[src/rtl/hex_display_ctrl_if.sv]
// Register bus between the system interconnect and hex_display_ctrl.
// The master drives address/strobes/data; the slave returns registered readdata.
interface hex_display_ctrl_if;
  logic [5:0] address;
  logic       write;
  logic [7:0] writedata;
  logic       read;
  logic [7:0] readdata;

  modport master (
    output address, write, writedata, read,
    input  readdata
  );

  modport slave (
    input  address, write, writedata, read,
    output readdata
  );
endinterface

[src/rtl/hex_display_ctrl.sv]
// Seven-segment display controller: per-digit hex/raw registers, prescaled blink,
// and a scrolling message buffer that is only built when HEX_SCROLL_EN is defined.
module hex_display_ctrl #(
  parameter int NUM_DIGITS = 6,
  parameter int MSG_DEPTH  = 16,
  parameter int TICK_DIV   = 5000000,
  parameter bit ACTIVE_LOW = 1'b1
) (
  input  logic                    clk,
  input  logic                    reset,
  hex_display_ctrl_if.slave       bus,
  output logic [7*NUM_DIGITS-1:0] seg
);

  localparam int CNT_W  = $clog2(TICK_DIV);
  localparam int DIG_IW = (NUM_DIGITS > 1) ? $clog2(NUM_DIGITS) : 1;
  localparam logic [CNT_W-1:0] CNT_MAX = CNT_W'(TICK_DIV - 1);

  logic [7:0]        digit_reg [NUM_DIGITS];
  logic              en;
  logic              blink;
  logic              phase;
  logic [7:0]        mask;
  logic [CNT_W-1:0]  cnt;
  logic              tick;

  logic              digit_sel;
  logic              ctrl_sel;
  logic              mask_sel;
  logic [DIG_IW-1:0] digit_idx;

  logic [7:0]              rd_value;
  logic [6:0]              lit;
  logic [7*NUM_DIGITS-1:0] seg_next;

  // Entry format shared by digit and message registers: bit7 selects raw segments.
  function automatic logic [6:0] decode_entry(input logic [7:0] entry);
    logic [6:0] glyph;
    case (entry[3:0])
      4'h0: glyph = 7'h3F;
      4'h1: glyph = 7'h06;
      4'h2: glyph = 7'h5B;
      4'h3: glyph = 7'h4F;
      4'h4: glyph = 7'h66;
      4'h5: glyph = 7'h6D;
      4'h6: glyph = 7'h7D;
      4'h7: glyph = 7'h07;
      4'h8: glyph = 7'h7F;
      4'h9: glyph = 7'h6F;
      4'hA: glyph = 7'h77;
      4'hB: glyph = 7'h7C;
      4'hC: glyph = 7'h39;
      4'hD: glyph = 7'h5E;
      4'hE: glyph = 7'h79;
      default: glyph = 7'h71;
    endcase
    return entry[7] ? entry[6:0] : glyph;
  endfunction

  assign digit_sel = (bus.address[5:4] == 2'b00) && (bus.address[3:0] < 4'(NUM_DIGITS));
  assign ctrl_sel  = (bus.address == 6'h10);
  assign mask_sel  = (bus.address == 6'h11);
  assign digit_idx = bus.address[DIG_IW-1:0];
  assign tick      = (cnt == CNT_MAX);

`ifdef HEX_SCROLL_EN
  localparam int MSG_IW = $clog2(MSG_DEPTH);
  localparam int POS_W  = $clog2(MSG_DEPTH + 1);
  localparam int KW     = POS_W + 1;

  logic [7:0]        msg_reg [MSG_DEPTH];
  logic [POS_W-1:0]  len;
  logic [POS_W-1:0]  pos;
  logic [POS_W-1:0]  pos_next;
  logic [POS_W-1:0]  len_clamped;
  logic              scroll;
  logic              wrap;
  logic              done;
  logic              len_sel;
  logic              msg_sel;
  logic              advance;
  logic              pos_clear;
  logic [KW-1:0]     k;

  assign len_sel = (bus.address == 6'h12);
  assign msg_sel = (bus.address[5:4] == 2'b10) && ({2'b00, bus.address[3:0]} < 6'(MSG_DEPTH));

  assign len_clamped = (bus.writedata == 8'h00)             ? POS_W'(1) :
                       (bus.writedata > 8'(MSG_DEPTH))      ? POS_W'(MSG_DEPTH) :
                                                              bus.writedata[POS_W-1:0];

  // Without WRAP the pointer parks at LEN; with WRAP it folds back from LEN-1.
  assign advance   = tick && en && scroll && (wrap || (pos < len));
  assign pos_next  = (wrap && (pos >= len - POS_W'(1))) ? '0 : pos + POS_W'(1);
  assign pos_clear = bus.write && (len_sel || (ctrl_sel && bus.writedata[2] && !scroll));

  always_ff @(posedge clk) begin
    if (reset) begin
      for (int i = 0; i < MSG_DEPTH; i++) msg_reg[i] <= '0;
      len    <= POS_W'(1);
      pos    <= '0;
      scroll <= 1'b0;
      wrap   <= 1'b0;
      done   <= 1'b0;
    end else begin
      if (bus.write && msg_sel) msg_reg[bus.address[MSG_IW-1:0]] <= bus.writedata;
      if (bus.write && len_sel) len <= len_clamped;
      if (bus.write && ctrl_sel) begin
        scroll <= bus.writedata[2];
        wrap   <= bus.writedata[3];
      end
      if (pos_clear) pos <= '0;
      else if (advance) pos <= pos_next;
      // A CTRL write always wins over a DONE set landing on the same edge.
      if (bus.write && ctrl_sel) done <= 1'b0;
      else if (advance && !wrap && (pos_next == len)) done <= 1'b1;
    end
  end
`endif

  always_ff @(posedge clk) begin
    if (reset) begin
      for (int i = 0; i < NUM_DIGITS; i++) digit_reg[i] <= '0;
      en    <= 1'b0;
      blink <= 1'b0;
      mask  <= '0;
    end else if (bus.write) begin
      if (digit_sel) digit_reg[digit_idx] <= bus.writedata;
      if (ctrl_sel) begin
        en    <= bus.writedata[0];
        blink <= bus.writedata[1];
      end
      if (mask_sel) mask <= bus.writedata;
    end
  end

  always_ff @(posedge clk) begin
    if (reset) begin
      cnt   <= '0;
      phase <= 1'b0;
    end else if (tick) begin
      cnt   <= '0;
      phase <= ~phase;
    end else begin
      cnt <= cnt + CNT_W'(1);
    end
  end

  always_comb begin
    rd_value = '0;
    if (digit_sel) rd_value = digit_reg[digit_idx];
    if (mask_sel)  rd_value = mask;
`ifdef HEX_SCROLL_EN
    if (ctrl_sel)  rd_value = {done, 3'b000, wrap, scroll, blink, en};
    if (len_sel)   rd_value = 8'(len);
    if (msg_sel)   rd_value = msg_reg[bus.address[MSG_IW-1:0]];
`else
    if (ctrl_sel)  rd_value = {6'b000000, blink, en};
`endif
  end

  always_ff @(posedge clk) begin
    if (reset) bus.readdata <= '0;
    else if (bus.read) bus.readdata <= rd_value;
  end

  // Per-digit source: blank when disabled, else message window or digit register, then blink.
  always_comb begin
    seg_next = '0;
    lit      = '0;
`ifdef HEX_SCROLL_EN
    k        = '0;
`endif
    for (int d = 0; d < NUM_DIGITS; d++) begin
      lit = '0;
      if (en) begin
`ifdef HEX_SCROLL_EN
        if (scroll) begin
          k = {1'b0, pos} + KW'(NUM_DIGITS - 1 - d);
          if (wrap) k = k % {1'b0, len};
          if (wrap || (k < {1'b0, len})) lit = decode_entry(msg_reg[k[MSG_IW-1:0]]);
        end else
`endif
        lit = decode_entry(digit_reg[d]);
        if (blink && phase && mask[d]) lit = '0;
      end
      seg_next[7*d +: 7] = lit;
    end
  end

  always_ff @(posedge clk) begin
    if (reset) seg <= {(7*NUM_DIGITS){ACTIVE_LOW}};
    else seg <= ACTIVE_LOW ? ~seg_next : seg_next;
  end

endmodule

[src/flat_wrapper.sv]
// flat-port wrapper written by rule: the top's interface ports become plain ports
module hex_display_ctrl_flat 
#(
  parameter int NUM_DIGITS = 6,
  parameter int MSG_DEPTH  = 16,
  parameter int TICK_DIV   = 5000000,
  parameter bit ACTIVE_LOW = 1'b1
)
  (clk, reset, seg, bus_address, bus_write, bus_writedata, bus_read, bus_readdata);
  hex_display_ctrl_if bus_i ();
  input  logic clk;
  input  logic reset;
  output logic [7*NUM_DIGITS-1:0] seg;
  input wire logic [$bits(bus_i.address)-1:0] bus_address;
  input wire logic [$bits(bus_i.write)-1:0] bus_write;
  input wire logic [$bits(bus_i.writedata)-1:0] bus_writedata;
  input wire logic [$bits(bus_i.read)-1:0] bus_read;
  output wire logic [$bits(bus_i.readdata)-1:0] bus_readdata;
  assign bus_i.address = bus_address;
  assign bus_i.write = bus_write;
  assign bus_i.writedata = bus_writedata;
  assign bus_i.read = bus_read;
  assign bus_readdata = bus_i.readdata;
  hex_display_ctrl #(.NUM_DIGITS(NUM_DIGITS), .MSG_DEPTH(MSG_DEPTH), .TICK_DIV(TICK_DIV), .ACTIVE_LOW(ACTIVE_LOW)) u_core (.clk(clk), .reset(reset), .bus(bus_i), .seg(seg));
endmodule
[config.mk]
export PLATFORM = sky130hd
export DESIGN_NAME = hex_display_ctrl_flat
export DESIGN_NICKNAME = d
export VERILOG_FILES = /design/src/rtl/hex_display_ctrl_if.sv /design/src/rtl/hex_display_ctrl.sv /design/src/flat_wrapper.sv
export SDC_FILE = /design/constraint.sdc
export NUM_CORES = 1
export LEC_CHECK = 0
export BUFFER_PORTS_ARGS = -buffer_cell sky130_fd_sc_hd__buf_2
export CORE_MARGIN = 2
export CORE_UTILIZATION = 59
export DETAILED_ROUTE_END_ITERATION = 8
export GPL_TIMING_DRIVEN = 0
export PLACE_DENSITY = 0.8
export SYNTH_ARGS = -nofsm -noshare
export SYNTH_HDL_FRONTEND = slang
export SYNTH_SLANG_ARGS = --single-unit
[constraint.sdc]
create_clock -name clk -period 2.2 [get_ports clk]
set_input_delay 0.11 -clock clk [delete_from_list [all_inputs] [get_ports clk]]
set_output_delay 0.11 -clock clk [all_outputs]
set_load 0.02 [all_outputs]
### Yosys cells after proc, flatten, opt, wreduce, memory -nomap -nowiden

Memory sizes are Yosys's and may differ from the RTL's.
Cells that the tools add are included.
W data, S select, Z words.

* flip-flop bits (word level): 84
* memory bits (writable): 48
* bits in read-only memories: 672
* input port bits: 18
* output and inout port bits: 50
* word-level logic and storage cells: 64
* memories: 7

* add/sub/neg operators: 1
* $lt $le $gt $ge: 1
* equal/unequal tests: 3
* muxes and demuxes: 30
* bitwise logic cells: 2
* reductions and logical operators: 13

Memories
* (name not given): depth 16, bits a word 7, read ports 1, clocked after memory_dff 0, write ports 0, RTL line hex_display_ctrl.sv:39 `case (entry[3:0])`
* (name not given): depth 16, bits a word 7, read ports 1, clocked after memory_dff 0, write ports 0, RTL line hex_display_ctrl.sv:39
* (name not given): depth 16, bits a word 7, read ports 1, clocked after memory_dff 0, write ports 0, RTL line hex_display_ctrl.sv:39
* (name not given): depth 16, bits a word 7, read ports 1, clocked after memory_dff 0, write ports 0, RTL line hex_display_ctrl.sv:39
* (name not given): depth 16, bits a word 7, read ports 1, clocked after memory_dff 0, write ports 0, RTL line hex_display_ctrl.sv:39
* (name not given): depth 16, bits a word 7, read ports 1, clocked after memory_dff 0, write ports 0, RTL line hex_display_ctrl.sv:39
* +1 memories

Operators by type and width (count)
* $mux W7: 18
* $not A42 Y42: 1
* $mux W8: 4
* $add A23 B1 Y23 const B: 1
* $eq A23 B23 Y1 const B: 1
* $eq A6 B5 Y1 const B: 2
* $logic_and A1 B1 Y1: 8
* $reduce_or A8 Y1: 1
* $mux W1: 7
* $lt A4 B3 Y1 const B: 1
* $reduce_and A2 Y1: 2
* $mux W3: 1
* $logic_not A2 Y1: 1
* $reduce_or A2 Y1: 1
* $not A1 Y1: 1

### Logic depth before layout (Yosys ltp)

Gate-level depths: netlist of the first run.

* depth in word-level cells: 8
* gate-level depth with buffers: 7
* gate-level depth less buffers: 6

### Least setup slack after synthesis of the first run

OpenSTA, ideal clock, no wires.

* kind: register to register
* from: register u_core.cnt[0]
* to: register u_core.cnt[10]
* library setup time: 0.117 ns
* data arrival time: 1.830 ns
* data required time: 2.083 ns
* path slack: 0.253 ns
* cell stages (with the launch flop): 7
* path buffers: 1
* clock period less this slack: 1.947 ns
* path through: dfxtp_1 -> ha_1 -> nand2_1 -> or4_1 -> o21bai_1 -> buf_2 -> nor2_1

* longest elaborated chain between the ends: 2
* elaborated cells between the ends (all ways): 3
* classes of those cells: add/sub: 1; eq/ne: 1; reduce/logical: 1

RTL lines
* from (decl): RTL line hex_display_ctrl.sv:24 `logic [CNT_W-1:0] cnt;`
* from (signal assigned): RTL line hex_display_ctrl.sv:145 `cnt <= cnt + CNT_W'(1);`
* parallel branches: the longest is 2 deep, another holds $add A23 B1 Y23

Several ways; the timed one is not identified.
A chain may end at the register's enable or synchronous reset.

### Worst setup path after layout of the first run

* from: register u_core.cnt[0]
* to: register u_core.cnt[16]

The elaborated chain is that of the path after synthesis.

==> results of run 1 <==
==> placed cells by master (no fill, tap or decap), drive strengths merged, types with 7 or more instances in the layout <==
| cell type | synthesis | routed |
|---|---|---|
| nand2 | 31 | 31 |
| a21oi | 37 | 37 |
| or2 | 13 | 13 |
| mux2i | 28 | 28 |
| and3 | 7 | 7 |
| clkbuf | 24 | 52 |
| a211oi | 13 | 13 |
| nor2 | 43 | 43 |
| inv | 25 | 27 |
| buf | 10 | 73 |
| nand2b | 8 | 8 |
| edfxtp | 48 | 48 |
| dfxtp | 84 | 84 |
| nand3 | 14 | 14 |
| a22oi | 8 | 8 |
| a311oi | 13 | 13 |
| or3 | 7 | 7 |
| mux4 | 8 | 8 |
| xnor2 | 8 | 8 |
| ha | 31 | 31 |
| o21ai | 41 | 41 |
| nor2b | 14 | 14 |
| or4 | 7 | 7 |
| and2 | 69 | 69 |
| o221ai | 7 | 7 |
| nor3 | 9 | 9 |
==> logic make-up after synthesis <==
group,Yosys count
muxes,42
buffers and inverters,60
xor gates and xnor gates,12
adders and majority gates,31
and+or+nand+nor,240
AOI/OAI and AO/OA,159
DFF,132
==> worst min-delay path by stage <==
stage / startpoint / end / slack [ns] / cells past startpoint
after floorplan: bus_writedata[1] / u_core.blink / 0.25 / 2
after global placement: u_core.cnt[22] / u_core.cnt[22] / 0.46 / 2
after detailed placement: u_core.cnt[22] / u_core.cnt[22] / 0.48 / 2
after CTS: bus_writedata[7] / u_core.mask[7] / 0.06 / 3
after global routing: bus_writedata[5] / u_core.mask[5] / 0.09 / 3
final: bus_writedata[7] / u_core.mask[7] / 0.07 / 3
==> through the flow <==
stage               power (mW)  setup WS [ns]  TNS [ns]  hold slack, ns  cells
floorplan                 3.02          0.253         0           0.254    676
global placement          3.16        -0.0727     -1.69           0.460    883
detailed placement        3.18         -0.150     -3.73           0.477    883
CTS                       5.94         0.0351         0          0.0578    915
global route              6.12         0.0338         0          0.0862    915
finish                    5.93          0.162         0          0.0732    915
==> layout make-up <==
cell class | instances | area (um2)
fill | 859 | 3440
clock inverter | 5 | 30.0
tap | 143 | 179
buffer | 34 | 139
timing repair buffer | 64 | 320
sequential | 132 | 3120
inverter | 26 | 97.6
multi-input combinational | 484 | 3430
clock buffer | 27 | 568
==> metal layers <==
layer,share of wire,routed length (um)
met5,0,0
met4,0.021,340
met1,0.42,6940
met2,0.50,8270
met3,0.061,1020
==> critical path, delay by kind of cell, from the launching register on <==
kind,cells,cell delay (ns)
simple gates,2,0.73
flops,1,0.42
compound gates,2,0.28
fa+ha+maj,1,0.26
buf+inv,1,0.24
==> power groups by stage <==
stage / sequential, mW / combinational [mW] / clock [mW]
after floorplan: 2.68 / 0.345 / 0
after global placement: 2.70 / 0.456 / 0
after detailed placement: 2.70 / 0.479 / 0
after CTS: 2.65 / 0.485 / 2.80
after global routing: 2.66 / 0.541 / 2.91
final: 2.66 / 0.495 / 2.78
==> repair_timing <==
item	CTS	global route
gates resized for setup	3	5
setup buffers	0	0
hold buffers	0	0
setup endpoints to repair	20	21
==> impl_table.tex, run 1 <==
\begin{tabular}{lr}
\hline
Metric & Value \\
\hline
\multicolumn{2}{l}{\textbf{Global routing}} \\
\quad GRT met3 Usage & 0.0536 \\
\quad Residual overflow from global routing & 0 \\
\quad All-Layer GR Usage & 0.271 \\
\quad Initial antenna violation count & 0 \\
\quad Global-route wire length before repair & 26600 um \\
\quad Routing usage on met1 & 0.344 \\
\quad GRT met2 Usage & 0.460 \\
\quad Via count of the first global-routing pass & about 5200 \\
\quad Pin count of the biggest net entering global routing & 17 \\
\quad Most utilized layer in the global route result & met2 \\
\multicolumn{2}{l}{\textbf{Synth}} \\
\quad Most frequent cell after synthesis & sky130\_fd\_sc\_hd\_\_dfxtp\_1 \\
\quad Proportion of synthesized area in mux cells & 0.0781 \\
\quad Top-area cell type share of the netlist area & 0.249 \\
\quad Synth Area in Adders & 0.0574 \\
\quad Count of yosys warnings during synthesis & 0 \\
\quad Simple-Gate Fraction of Synth Area & 0.196 \\
\quad Area leader, netlist & sky130\_fd\_sc\_hd\_\_dfxtp\_1 \\
\quad Avg Cell Area, Syn & approximately 10 um2 \\
\quad Number of distinct library cells after synthesis & 55 \\
\quad Count of flip-flops with a built-in enable after synthesis & 48 \\
\quad Fraction of registers with async set or reset after synthesis & 0 \\
\quad Most instantiated flip-flop cell in the synthesis netlist & sky130\_fd\_sc\_hd\_\_dfxtp\_1 \\
\quad Number of synthesized register bits & roughly 130 \\
\quad Combined area of all synthesized cells & 6760 um2 \\
\quad Top cell types by occurrence after synthesis & sky130\_fd\_sc\_hd\_\_dfxtp\_1 (84), sky130\_fd\_sc\_hd\_\_and2\_1 (68), sky130\_fd\_sc\_hd\_\_edfxtp\_1 (48) \\
\quad Combinational family with the most area after synthesis & simple AND/OR/NAND/NOR gates \\
\quad Compound-Gate Fraction of Synth Area & 0.157 \\
\quad Synthesized net count & 725 \\
\quad Top cells by area, synth & sky130\_fd\_sc\_hd\_\_dfxtp\_1 (25\%), sky130\_fd\_sc\_hd\_\_edfxtp\_1 (21\%), sky130\_fd\_sc\_hd\_\_and2\_1 (6.3\%) \\
\quad Fraction of the yosys area taken by sequential cells & 0.462 \\
\quad Xor/xnor share of the synthesized area & 0.0155 \\
\quad Cell count after synthesis & 676 \\
\multicolumn{2}{l}{\textbf{CTS}} \\
\quad TritonCTS buffer count & 17 \\
\quad Clock latency at the later pin of the worst-skew pair & around 0.42 ns \\
\quad TritonCTS clock tree & yes \\
\quad H-tree depth reported by CTS & 4 \\
\quad Max Root-Sink Buffers & 2 \\
\quad Buffer type at the clock tree root & sky130\_fd\_sc\_hd\_\_clkbuf\_16 \\
\quad Clock slew seen by the registers of the worst setup and hold paths & 0.06 ns \\
\quad Number of sinks handled by clock tree synthesis & 132 \\
\multicolumn{2}{l}{\textbf{Pwr}} \\
\quad Power share of the clock group & 0.469 \\
\quad IR drop worst, VDD & 0.648 mV \\
\quad Internal cell power & 4.55 mW \\
\quad Part of the power in registers & 0.448 \\
\quad Relative contribution of combinational cells to total power & 0.084 \\
\quad Switching power summed over all nets & 1.38 mW \\
\quad P\_leak & 3.03 nW \\
\quad Areal power density over the cells & approximately 750 nW/um2 \\
\quad Switching share of power & 0.232 \\
\multicolumn{2}{l}{\textbf{Routing}} \\
\quad Drt initial violations & 532 \\
\quad 1st-pass router iterations & 5 \\
\quad Routed wire length & 16600 um \\
\quad Number of antenna-violating nets in the routed design & 0 \\
\quad Drt wl/cell & 18.1 um \\
\quad Vias per Instance & 6.09 \\
\quad Vias & 5569 \\
\quad DR DRC count & 0 \\
\multicolumn{2}{l}{\textbf{Placement}} \\
\quad Number of I/O port buffers & 64 \\
\quad Placed Instance Area & 7260 um2 \\
\quad Post-detailed-placement half-perimeter wirelength & 11800 um \\
\quad Final weighted congestion of routability-driven global placement & 0.857 \\
\multicolumn{2}{l}{\textbf{Worst setup path}} \\
\quad Maximum cell stage delay along the critical path & between 0.5 and 0.6 ns \\
\quad Data required time at the worst endpoint & 2.50 ns \\
\quad Terminus of the critical flop-to-flop path & u\_core.cnt[16] \\
\quad Crit path capture type & flop \\
\quad Classification of the worst setup path & flop to flop \\
\quad Start of the worst register-to-register path & u\_core.cnt[0] \\
\quad End point of the critical path & u\_core.cnt[16] \\
\quad Worst-path maximum fanout & 10 \\
\quad Minimum setup slack among reg-to-reg paths & 0.16 ns \\
\quad Logic depth of the worst register-to-register path & 6 \\
\quad Worst path arrival time & 2.34 ns \\
\quad Cell with the largest stage delay on the worst path & sky130\_fd\_sc\_hd\_\_or4\_4 \\
\quad Crit path from & u\_core.cnt[0] \\
\quad Critical path cell sequence & ha\_2 -> nand2\_2 -> or4\_4 -> o21bai\_4 -> clkbuf\_4 -> a21oi\_1 \\
\quad Startpoint class of the critical path & flop \\
\multicolumn{2}{l}{\textbf{Die}} \\
\quad IO Pins & 68 \\
\quad Row count & 39 \\
\quad Die height & 111 um \\
\quad Horizontal die dimension & 111 um \\
\quad Die outline area & $\sim$12000 um2 \\
\quad Area of the placeable core & 11300 um2 \\
\quad Effective utilization at floorplan & 0.597 \\
\multicolumn{2}{l}{\textbf{Final layout}} \\
\quad Share of the core filled with cells in the final layout & 0.697 \\
\quad Flip-flop count of the largest register, all copies and words added & 48 \\
\quad Antenna diode count & 0 \\
\quad Cell area after layout & 7890 um2 \\
\quad Fraction of final layout cells sized beyond drive strength 1 & 0.176 \\
\quad Relative area change from synthesis to final layout & 16.6\% \\
\quad Nets & 808 \\
\multicolumn{2}{l}{\textbf{Timing}} \\
\quad RSZ-0062 raised after global routing & false \\
\quad Endpoints failing setup & 0 \\
\quad Ratio of final minimum period to clock period & 0.926 \\
\quad Worst slew pin tran & 0.777 ns \\
\quad Final hold violation count & 0 \\
\quad Worst rel slew slack & 0.482 \\
\quad Maximum clock frequency & 491 MHz \\
\quad Count of final max-slew check failures & 0 \\
\quad Worst-case clock skew & 0.00606 ns \\
\quad Shortest period the worst path allows & 2.04 ns \\
\multicolumn{2}{l}{\textbf{Status}} \\
\quad Status & complete, no violations \\
\multicolumn{2}{l}{\textbf{Hold path}} \\
\quad Type of the worst min-delay path & primary input to flop \\
\multicolumn{2}{l}{\textbf{Run}} \\
\quad Max capacitance violation total & 0 \\
\hline
\end{tabular}
Power figures use the tool's default switching activity.
==> inputs of run 2 (changes only) <==
GPL_TIMING_DRIVEN = unset   (was 0)
==> impl_table.tex, run 2 (same netlist as run 1, synthesis figures left out) <==
\begin{tabular}{lr}
\hline
Metric & Value \\
\hline
\multicolumn{2}{l}{\textbf{Routing}} \\
\quad Vias per Instance & 6.08 (was 6.09) \\
\quad Vias & 5522 (was 5569) \\
\quad Drt wl/cell & 17.8 um (was 18.1 um) \\
\quad Routed wire length & 16200 um (was 16600 um) \\
\quad DR DRC count & 0 (unchanged) \\
\quad Drt initial violations & 525 (was 532) \\
\quad 1st-pass router iterations & 5 (unchanged) \\
\quad Number of antenna-violating nets in the routed design & 0 (unchanged) \\
\multicolumn{2}{l}{\textbf{Placement}} \\
\quad Number of I/O port buffers & 67 (was 64) \\
\quad Placed cell count & 876 (was 883) \\
\quad Post-detailed-placement half-perimeter wirelength & 11100 um (was 11800 um) \\
\quad Final weighted congestion of routability-driven global placement & 0.848 (was 0.857) \\
\multicolumn{2}{l}{\textbf{Timing}} \\
\quad Worst slew pin tran & 0.674 ns (was 0.777 ns) \\
\quad Maximum clock frequency & 487 MHz (was 491 MHz) \\
\quad Shortest period the worst path allows & 2.05 ns (was 2.04 ns) \\
\quad Endpoints failing setup & 0 (unchanged) \\
\quad Worst rel slew slack & 0.551 (was 0.482) \\
\quad Tightest hold margin & 0.0388 ns (was 0.0732 ns) \\
\quad Count of final max-slew check failures & 0 (unchanged) \\
\quad TNS Setup & 0 ns (unchanged) \\
\quad Ratio of final minimum period to clock period & 0.933 (was 0.926) \\
\quad Final hold violation count & 0 (unchanged) \\
\quad RSZ-0062 raised after global routing & false (unchanged) \\
\quad Worst-case clock skew & 0.0113 ns (was 0.00606 ns) \\
\multicolumn{2}{l}{\textbf{CTS}} \\
\quad TritonCTS clock tree & yes (unchanged) \\
\quad CTS hold repair buffers & 0 (unchanged) \\
\quad TritonCTS buffer count & 17 (unchanged) \\
\quad H-tree depth reported by CTS & 4 (unchanged) \\
\quad Number of sinks handled by clock tree synthesis & 132 (unchanged) \\
\quad Number of instances resized during post-cts repair & 0 (was 3) \\
\quad Number of setup buffers added after CTS & 0 (unchanged) \\
\quad Buffer type at the clock tree root & sky130\_fd\_sc\_hd\_\_clkbuf\_16 (unchanged) \\
\quad Clock latency at the later pin of the worst-skew pair & 0.43 ns (was 0.42 ns) \\
\quad Max Root-Sink Buffers & 2 (unchanged) \\
\quad Clock slew seen by the registers of the worst setup and hold paths & 0.06 ns (about the same) \\
\multicolumn{2}{l}{\textbf{Pwr}} \\
\quad Relative contribution of combinational cells to total power & 0.076 (was 0.084) \\
\quad Internal cell power & 4.90 mW (was 4.55 mW) \\
\quad Areal power density over the cells & 788 nW/um2 (was 752 nW/um2) \\
\quad P\_leak & 3.13 nW (was 3.03 nW) \\
\quad Part of the power in registers & 0.424 (was 0.448) \\
\quad Switching share of power & 0.221 (was 0.232) \\
\quad Power share of the clock group & 0.500 (was 0.469) \\
\quad IR drop worst, VDD & 0.555 mV (was 0.648 mV) \\
\quad Switching power summed over all nets & 1.39 mW (was 1.38 mW) \\
\quad Post-route total power & 6.29 mW (was 5.93 mW) \\
\multicolumn{2}{l}{\textbf{Die}} \\
\quad IO Pins & 68 (unchanged) \\
\quad Horizontal die dimension & 111 um (unchanged) \\
\quad Area of the placeable core & 11300 um2 (unchanged) \\
\quad Effective utilization at floorplan & 0.597 (unchanged) \\
\quad Die outline area & 12300 um2 (unchanged) \\
\quad Row count & 39 (unchanged) \\
\quad Die height & 111 um (unchanged) \\
\multicolumn{2}{l}{\textbf{Final layout}} \\
\quad Number of fill cells & 816 (was 859) \\
\quad Fraction of final layout cells sized beyond drive strength 1 & 0.200 (was 0.176) \\
\quad Antenna diode count & 0 (unchanged) \\
\quad Relative area change from synthesis to final layout & 18.1\% (was 16.6\%) \\
\quad Most common cell after layout, fill and taps aside & sky130\_fd\_sc\_hd\_\_dfxtp\_1 (unchanged) \\
\quad Post-route non-filler standard cell count & 908 (was 915) \\
\quad Flip-flop count of the largest register, all copies and words added & 48 (unchanged) \\
\quad Nets & 801 (was 808) \\
\quad Leading cell types in the layout, fill and taps excluded & sky130\_fd\_sc\_hd\_\_dfxtp\_1 (84), sky130\_fd\_sc\_hd\_\_and2\_1 (68), sky130\_fd\_sc\_hd\_\_buf\_2 (67) (was sky130\_fd\_sc\_hd\_\_dfxtp\_1 (83), sky130\_fd\_sc\_hd\_\_and2\_1 (68), sky130\_fd\_sc\_hd\_\_buf\_2 (67)) \\
\multicolumn{2}{l}{\textbf{Worst setup path}} \\
\quad Logic depth of the worst register-to-register path & 4 (was 6) \\
\quad Crit path capture type & flop (unchanged) \\
\quad Cell with the largest stage delay on the worst path & sky130\_fd\_sc\_hd\_\_or4\_1 (was sky130\_fd\_sc\_hd\_\_or4\_4) \\
\quad Data required time at the worst endpoint & 2.55 ns (was 2.50 ns) \\
\quad Worst path arrival time & 2.41 ns (was 2.34 ns) \\
\quad Worst-path maximum fanout & 10 (unchanged) \\
\quad Classification of the worst setup path & flop to flop (unchanged) \\
\quad Maximum cell stage delay along the critical path & 0.70 ns (was 0.58 ns) \\
\quad Critical path cell sequence & nand4\_2 -> or4\_1 -> or4\_1 -> a21oi\_1 (was ha\_2 -> nand2\_2 -> or4\_4 -> o21bai\_4 -> clkbuf\_4 -> a21oi\_1) \\
\quad Startpoint class of the critical path & flop (unchanged) \\
\quad Top cell by count, worst path & sky130\_fd\_sc\_hd\_\_or4\_1 \\
\multicolumn{2}{l}{\textbf{Global routing}} \\
\quad Residual overflow from global routing & 0 (unchanged) \\
\quad Pin count of the biggest net entering global routing & 24 (was 17) \\
\quad All-Layer GR Usage & 0.270 (was 0.271) \\
\quad Via count of the first global-routing pass & 5215 (was 5245) \\
\quad Initial antenna violation count & 0 (unchanged) \\
\quad Global-route wire length before repair & 26300 um (was 26600 um) \\
\multicolumn{2}{l}{\textbf{Hold path}} \\
\quad Number of instances on the worst hold path & 2 (was 3) \\
\quad Type of the worst min-delay path & primary input to flop (unchanged) \\
\multicolumn{2}{l}{\textbf{Run}} \\
\quad Max capacitance violation total & 0 (unchanged) \\
\multicolumn{2}{l}{\textbf{Status}} \\
\quad Status & complete, no violations (unchanged) \\
\hline
\end{tabular}
[run 2: changes by cell type in the layout (fill, tap and decap cells not counted), sizes merged]
cell	delta
bufinv	+4
inv	-2
buf	+18
clkinv	+1
clkbuf	-28
[run 2: path summary, 6_finish.rpt]
path | from | to | slack, ns
worst min-delay path | reset | u_core.en | 0.04
worst max register to register | u_core.cnt[11] | u_core.cnt[22] | 0.15
worst min register to register | u_core.bus.readdata[7] | u_core.bus.readdata[7] | 0.49
worst max-delay path | u_core.cnt[11] | u_core.cnt[22] | 0.15
[run 2: stage by stage]
step | setup slack, ns | instance area (um2) | util
after detailed placement | 0.151 | 7320 | 0.647
after CTS | 0.147 | 7990 | 0.705
final | 0.147 | 7990 | 0.705
after global placement | 0.232 | 7320 | 0.647
after floorplan | 0.253 | 6760 | -
after global routing | 0.0304 | 7990 | 0.705
[run 2: critical path: cells and delay by family, from the launching register on]
family | cells | cell delay [ns]
AO/OA/AOI/OAI | 1 | 0.16
AND/OR/NAND/NOR | 3 | 1.41
flip-flops | 1 | 0.41
[run 2: per-layer routing]
metal	global-route usage	vias to the layer above	routed length, um
li1	-	2633	-
met2	0.456	200	8060
met5	0	-	0
met4	0.114	0	391
met1	0.336	2653	6690
met3	0.0585	36	1050
[run 2: layout make-up]
cell class                      count  area (um2)  area share
Clock buffer                       24         524      0.0656
Clock inverter                      8         140      0.0175
Inverter                           26        97.6      0.0122
Multi-Input combinational cell    484        3410       0.427
Sequential cell                   132        3120       0.391
Tap cell                          143         179      0.0224
Timing Repair Buffer               91         515      0.0645
[run 2: power by group through the flow]
stage,Combinational [mW],Sequential [mW],Clock (mW)
final,0.476,2.67,3.15
after CTS,0.470,2.67,3.17
after detailed placement,0.460,2.72,0
after floorplan,0.345,2.68,0
after global placement,0.441,2.71,0
after global routing,0.521,2.68,3.27
